--- src/rtl/quote_serializer_if.sv ---
// Byte-serializer bus: word load from the upstream data manager, byte
// handshake toward the downstream transmitter, and status flags.
interface quote_serializer_if #(
  parameter int WORD_BYTES = 4
);
  logic                    load;
  logic [8*WORD_BYTES-1:0] word_in;
  logic                    tx_ready;
  logic [7:0]              tx_data;
  logic                    tx_valid;
  logic                    busy;
  logic                    done;
  logic                    overrun;

  // Upstream/downstream environment side
  modport master (
    output load, word_in, tx_ready,
    input  tx_data, tx_valid, busy, done, overrun
  );

  // Serializer side
  modport slave (
    input  load, word_in, tx_ready,
    output tx_data, tx_valid, busy, done, overrun
  );
endinterface

--- src/rtl/quote_serializer.sv ---
// Word-to-byte serializer: captures a WORD_BYTES-wide word on a load pulse
// and offers it MSB-first, one byte per tx_valid/tx_ready handshake.
//
//   state | meaning
//   IDLE  | waiting for load; all outputs low, tx_ready ignored
//   SEND  | offering shift-register MSB byte, advancing on handshake
//   DONE  | one-cycle done pulse after the final byte was accepted
module quote_serializer #(
  parameter int WORD_BYTES = 4
) (
  input  logic              clock,
  input  logic              reset,
  quote_serializer_if.slave bus
);
  localparam int W  = 8 * WORD_BYTES;
  localparam int CW = (WORD_BYTES > 2) ? $clog2(WORD_BYTES) : 1;
  localparam logic [CW-1:0] LAST_IDX = CW'(WORD_BYTES - 1);

  typedef enum logic [1:0] {
    IDLE = 2'd0,
    SEND = 2'd1,
    DONE = 2'd2
  } state_t;

  state_t        r_state;
  logic [W-1:0]  r_shift;
  logic [CW-1:0] r_cnt;
  logic [7:0]    r_tx_data;
  logic          r_tx_valid;
  logic          r_busy;
  logic          r_done;
  logic          r_overrun;

  // Byte that becomes visible after the current one is accepted
  logic [7:0]    w_next_byte;
  assign w_next_byte = r_shift[W-9 -: 8];

  // Sequencer, shift register, byte counter and all registered outputs
  always_ff @(posedge clock or negedge reset) begin
    if (!reset) begin
      r_state    <= IDLE;
      r_shift    <= '0;
      r_cnt      <= '0;
      r_tx_data  <= 8'h00;
      r_tx_valid <= 1'b0;
      r_busy     <= 1'b0;
      r_done     <= 1'b0;
      r_overrun  <= 1'b0;
    end else begin
      r_done <= 1'b0;
      case (r_state)
        IDLE: begin
          if (bus.load) begin
            r_shift    <= bus.word_in;
            r_cnt      <= '0;
            r_tx_data  <= bus.word_in[W-1 -: 8];
            r_tx_valid <= 1'b1;
            r_busy     <= 1'b1;
            r_state    <= SEND;
          end
        end
        SEND: begin
          // Loads while a word is in flight are dropped and flagged
          if (bus.load) r_overrun <= 1'b1;
          if (bus.tx_ready) begin
            r_shift <= r_shift << 8;
            if (r_cnt == LAST_IDX) begin
              r_tx_valid <= 1'b0;
              r_tx_data  <= 8'h00;
              r_done     <= 1'b1;
              r_state    <= DONE;
            end else begin
              r_cnt     <= r_cnt + CW'(1);
              r_tx_data <= w_next_byte;
            end
          end
        end
        DONE: begin
          // The cycle leaving DONE still counts as busy for overrun purposes
          if (bus.load) r_overrun <= 1'b1;
          r_busy  <= 1'b0;
          r_state <= IDLE;
        end
        default: begin
          r_tx_valid <= 1'b0;
          r_tx_data  <= 8'h00;
          r_busy     <= 1'b0;
          r_state    <= IDLE;
        end
      endcase
    end
  end

  assign bus.tx_data  = r_tx_data;
  assign bus.tx_valid = r_tx_valid;
  assign bus.busy     = r_busy;
  assign bus.done     = r_done;
  assign bus.overrun  = r_overrun;
endmodule

--- src/flat_wrapper.sv ---
// flat-port wrapper written by rule: the top's interface ports become plain ports
module quote_serializer_flat 
#(
  parameter int WORD_BYTES = 4
)
  (clock, reset, bus_load, bus_word_in, bus_tx_ready, bus_tx_data, bus_tx_valid, bus_busy, bus_done, bus_overrun);
  quote_serializer_if #(.WORD_BYTES(WORD_BYTES)) bus_i ();
  input  logic clock;
  input  logic reset;
  input wire logic [$bits(bus_i.load)-1:0] bus_load;
  input wire logic [$bits(bus_i.word_in)-1:0] bus_word_in;
  input wire logic [$bits(bus_i.tx_ready)-1:0] bus_tx_ready;
  output wire logic [$bits(bus_i.tx_data)-1:0] bus_tx_data;
  output wire logic [$bits(bus_i.tx_valid)-1:0] bus_tx_valid;
  output wire logic [$bits(bus_i.busy)-1:0] bus_busy;
  output wire logic [$bits(bus_i.done)-1:0] bus_done;
  output wire logic [$bits(bus_i.overrun)-1:0] bus_overrun;
  assign bus_i.load = bus_load;
  assign bus_i.word_in = bus_word_in;
  assign bus_i.tx_ready = bus_tx_ready;
  assign bus_tx_data = bus_i.tx_data;
  assign bus_tx_valid = bus_i.tx_valid;
  assign bus_busy = bus_i.busy;
  assign bus_done = bus_i.done;
  assign bus_overrun = bus_i.overrun;
  quote_serializer #(.WORD_BYTES(WORD_BYTES)) u_core (.clock(clock), .reset(reset), .bus(bus_i));
endmodule
--- config.mk ---
export PLATFORM = sky130hd
export DESIGN_NAME = quote_serializer_flat
export DESIGN_NICKNAME = d
export VERILOG_FILES = /design/src/rtl/quote_serializer_if.sv /design/src/rtl/quote_serializer.sv /design/src/flat_wrapper.sv
export SDC_FILE = /design/constraint.sdc
export NUM_CORES = 1
export LEC_CHECK = 0
export BUFFER_PORTS_ARGS = -buffer_cell sky130_fd_sc_hd__buf_2
export CORE_UTILIZATION = 48
export CTS_CLUSTER_DIAMETER = 80
export CTS_CLUSTER_SIZE = 16
export DETAILED_ROUTE_END_ITERATION = 10
export HOLD_SLACK_MARGIN = 0.03
export PLACE_DENSITY = 0.77
export SLEW_MARGIN = 10
export SYNTH_ARGS = -nofsm -noshare
export SYNTH_HDL_FRONTEND = slang
export SYNTH_SLANG_ARGS = --single-unit
--- constraint.sdc ---
create_clock -name clock -period 2 [get_ports clock]
set_input_delay 0.4 -clock clock [delete_from_list [all_inputs] [get_ports clock]]
set_output_delay 0.4 -clock clock [all_outputs]
set_load 0.05 [all_outputs]
; After elaboration in Yosys (flattened, before gate mapping)
; Cells that the tools add are included.
[word_totals]
reg_bits = 40
inputBits = 36
out_inout_bits = 12
[classes]
n_addsub = 1
n_eq_ne = 7
muxes = 23
bitwise_logic = 2
n_reduce_logical = 10
[op_table]
columns = operator, n
row1 = 24-bit two-way mux, 2
row2 = 24-bit case mux with 2 select lines, 1
row3 = 8-bit two-way mux, 3
row4 = 8-bit case mux with 3 select lines, 1
row5 = 2-bit two-way mux, 6
row6 = 3-bit AND reduction, 3
row7 = 2-bit case mux with 2 select lines, 2
row8 = 4-bit AND reduction, 2
row9 = 1-bit two-way mux, 6
row10 = 2-bit inequality test (second input constant), 3
row11 = 2-bit == test (second input constant), 2
row12 = 2-bit AND reduction, 2
row13 = 1-bit case mux with 3 select lines, 1
row14 = 2-bit by 1-bit adder with 2-bit output (second input constant), 1
row15 = 2-bit by 1-bit == test with 1-bit output (second input constant), 1
row16 = 2-bit logical NOT, 1
row17 = 2-bit by 1-bit inequality test with 1-bit output (second input constant), 1
row18 = 1-bit NOT, 2
row19 = 1-bit case mux with 2 select lines, 1
row20 = 2-bit nonzero test, 1
row21 = 2-bit OR reduction, 1

; Depth between registers and ports, before layout
[depth]
ltp_word = 4
ltp_mapped = 8
mapped_depth_nobuf = 5

; Worst setup path after synthesis
; No wires, ideal clock.
[synth_path]
path_kind = reg2reg
from = register u_core.r_state[0]
to = register u_core.r_shift[13]
setup_time_ps = 127
arrival_ps = 1838
setup_slack_ps = 35
path_stages_with_launch = 9
n_path_buf = 3
synth_period_minus_slack_ps = 1965
path_cell_list = dfrtp_1 -> inv_1 -> ha_1 -> buf_6 -> nor2b_1 -> buf_6 -> nor3_4 -> buf_6 -> mux2_1
[synth_via]
elab_chain_len = 3
elab_cells_between_ends = 7
cone_classes = eq/ne: 3 / mux: 1 / reduce/logical: 3
[synth_lines]
columns = item, line
row1 = start: declaration, quote_serializer.sv:25  ; state_t r_state;
row2 = start signal: assignment, quote_serializer.sv:41  ; r_state <= IDLE;
row3 = start signal: assignment, quote_serializer.sv:59  ; r_state <= SEND;
row4 = start signal: assignment, quote_serializer.sv:71  ; r_state <= DONE;
row5 = 2-bit by 1-bit == test with 1-bit output / 2-bit logical NOT (equally long branches), quote_serializer.sv:51  ; case (r_state)
row6 = 2-bit inequality test (no source line) / 2-bit nonzero test (equally long branches), -
row7 = 3-bit AND reduction (no source line), -
row8 = end signal: assignment, quote_serializer.sv:54  ; r_shift <= bus.word_in;
row9 = end signal: assignment, quote_serializer.sv:66  ; r_shift <= r_shift << 8;
row10 = end: declaration, quote_serializer.sv:26  ; logic [W-1:0] r_shift;
; Several ways; a longest one is shown, not always the timed one.
; A chain may end at the register's enable or synchronous reset.

; Final worst setup path
[layout_path]
from = register u_core.r_state[1]
to = register u_core.r_shift[20]
; The elaborated chain is that of the path after synthesis.

==> results.cfg <==
[placement]
numPlacedInstances = 254
pre_cts_ws_ps = 8.598
globalplace.congestion = 0.8663
dpl_cell_area_um2 = 2293
place_hpwl_um = 2841
numPortBuffers = 47

[routing]
overall_via_count_from_detail_route = 1391
first_pass_iters = 4
drc = 0
met2WireLength_um = 1843
drt-total-wl_um = 3786
dr_wl_met3_um = 184
route.antenna.remaining_nets = 0
drtIter0Drc = 42
m1WireLength_um = 1732
route.detailed.vias_per_inst = 5.289
highest_layer = met4
detail_route.wl_per_cell_um = 14.40

[grt]
largest_net_degree_at_the_start_of_global_routing = 19
antenna_violations_before_repair = 0
number_of_global_route_vias_before_repair = 1361
global_route_wire_length_before_repair_um = 6354
grt_overflow = 0
track_usage_pct = 19.69

[timing]
min_period_over_period_pct = 90.66
postLayoutSetupSlackWorst_ps = 186.8
worst_hold_slack_ps = 357.5
report.final.slew_viol_count = 0
grt_setup_unrepaired = false
maximum_clock_skew_at_final_layout_ps = 4.350
slew_headroom_pct = 73.77
final-setup-viol-count = 0
clock_period_minus_worst_slack_ps = 1813
final_hold_viol_count = 0
tightest_slew_ps = 393.4
max_freq_mhz = 551.5
setup_tns_ps = 0

[power]
cellLeakagePower_nw = 1.150
p_per_area_nw_per_um2 = 1680
p_total_mw = 4.048
vdd_ir_drop_max_uv = 867.0

[clock_tree]
tritoncts = done
cts_htree_levels = 2
cts.reportedPaths.clkPinSlew_ps = 70
cts_num_sinks = 40
cts-buffers-inserted = 5
clkLatencyLatePin_ps = 290
max-clock-path-buffers = 2
cts_root_buf = clkbuf_8

[layout]
antenna_cells_inserted = 0
final_net_count = 255
area_growth_from_synthesis_to_layout_pct = 21.06
final_design_area_no_fill_um2 = 2410
fin_cells = 263
layout-drive-gt1-share_pct = 48.83
post_layout_utilization_of_the_core_pct = 60.24

[synthesis]
number_of_nets_in_the_synthesized_netlist = 201
synth_sequential_area_ratio_pct = 50.28
syn_inst = 158
synthesized_area_fraction_occupied_by_ao_oa_aoi_and_oai_cells_pct = 7.228
post_synthesis_share_of_cell_area_spent_on_full_adders_half_adders_and_majority_gates_pct = 4.400
synth.cell_area_um2 = 1991
postSynthAreaPerCell_um2 = 12.60
ys_warn_count = 0
post_synth_and_or_nand_nor_area_fraction_pct = 8.171
mux_cell_area_share_after_synthesis_pct = 24.32
yosys.area_share.xor_xnor_pct = 0
yosys.cell_types.count = 27
postSynthRegisterBits = 40
main_combinational_cell_family_by_area_after_synthesis = multiplexers

[worst_hold_path]
min_delay_path_depth = 3
timing.hold.worst.class = input port to register

[floorplan]
die_area_um2 = 4409
design.portCount = 48
effective_utilization_at_floorplan_pct = 49.77
dieWidth_um = 66.40
die_h_um = 66.40
floorplan.rows = 23
floorplan.core_area_um2 = 4000

[setup_path]
worstPathArrival_ps = 1990
worstReg2RegStart = u_core.r_state[1]
worst-path-max-fanout = 8
required_ps = 2180
r2r_cells = 6
worst-r2r-setup-slack_ps = 190
worst_setup_path_end_kind = register
timing.setup.critical_path_class = register to register
startpoint = u_core.r_state[1]
startpoint_type = register
r2r-end = u_core.r_shift[20]
worst_setup_path_endpoint = u_core.r_shift[20]

[run_status]
run_status = finished clean

[job]
drv_cap = 0
-- sequential cells by signal, indices dropped and copies added, names as in the netlist --
signal	count
u_core.bus.tx_data	8
u_core.r_state	2
u_core.bus.tx_valid	1
u_core.r_shift	24
u_core.bus.busy	1
u_core.r_cnt	2
u_core.bus.overrun	1
u_core.bus.done	1
-- timing repair --
| action | CTS | global route |
|---|---|---|
| hold endpoints to repair | 11 | 0 |
| hold buffers | 1 | 0 |
| pin swaps | 0 | 0 |
| setup buffers | 0 | 0 |
| endpoints found under the setup margin | 11 | 13 |
| gates resized for setup | 2 | 3 |
-- worst min path at each step --
stage,from,end,slack (ps)
floorplan,reset,u_core.bus.busy,100
global placement,reset,u_core.bus.tx_data[1],350
detailed placement,reset,u_core.bus.tx_data[3],340
CTS,bus_word_in[6],u_core.r_shift[6],360
global route,bus_tx_ready,u_core.bus.done,380
finish,bus_word_in[6],u_core.r_shift[6],360
-- cells in the mapped netlist --
cell      number  share of area (%)
and2b_1        1               0.38
nor2b_1        3               0.94
o211ai_1       1               0.38
buf_2          2               0.50
and3_1         1               0.31
a21oi_1        2               0.50
nand2_1        2               0.38
nor4_1         1               0.31
mux2_1        10                5.7
ha_1           7                4.4
nor2_1         2               0.38
o221ai_1       1               0.44
clkinv_1       1               0.19
a21o_1         1               0.38
o21ai_0        8                2.0
mux2_2        33                 19
a22o_1         8                3.5
or4b_2         1               0.50
dfrtp_1       40                 50
buf_1          1               0.19
nand3_1        2               0.50
inv_1         12                2.3
or2_2          1               0.31
nand4_1        8                2.5
nor3_4         2                1.6
buf_6          3                1.7
clkbuf_1       4               0.75
-- cells by family (layout without fill, tap and decap cells) --
group           count (synthesis)  count (layout)
simple gates                   24              24
compound gates                 21              21
buf+inv                        23              78
fa+ha+maj                       7               7
flops                          40              40
mux                            43              43
-- routing by layer --
metal	vias to the layer above	track usage, %
met5	-	0
met4	0	5.053
met3	4	6.897
met2	32	30.10
met1	685	26.52
li1	670	-
-- cell usage in the layout, fill, tap and decap left out, types with 2 or more instances in the layout --
| cell | count |
|---|---|
| inv_1 | 12 |
| nor2_1 | 2 |
| buf_2 | 47 |
| ha_1 | 6 |
| buf_4 | 8 |
| clkbuf_8 | 6 |
| nand4_1 | 8 |
| nor2b_2 | 2 |
| o21ai_0 | 8 |
| mux2_1 | 10 |
| dfrtp_1 | 40 |
| mux2_2 | 33 |
| nand2_1 | 2 |
| nor3_4 | 2 |
| a21oi_1 | 2 |
| a22o_1 | 8 |
| nand3_1 | 2 |
-- power breakdown --
group          switching [mW]  internal [mW]
Sequential              0.178           1.17
Clock                   0.271          0.280
Combinational            1.14           1.01
Total                    1.59           2.46
-- worst max-delay path, stage by stage (launching register included) --
cell	delay, ps
dfrtp_1	390
inv_1	130
ha_2	270
buf_4	150
buf_4	150
mux2_2	330
mux2_1	290
-- area by class of cell --
cell class | count | area, um^2
sequential | 40 | 1001
clock inverter | 1 | 7.507
timing repair buffer | 57 | 316.6
multi-input combinational | 95 | 887.1
tap | 50 | 62.56
inverter | 13 | 48.80
clock buffer | 7 | 86.33
fill | 323 | 1590
Power figures use the tool's default switching activity.
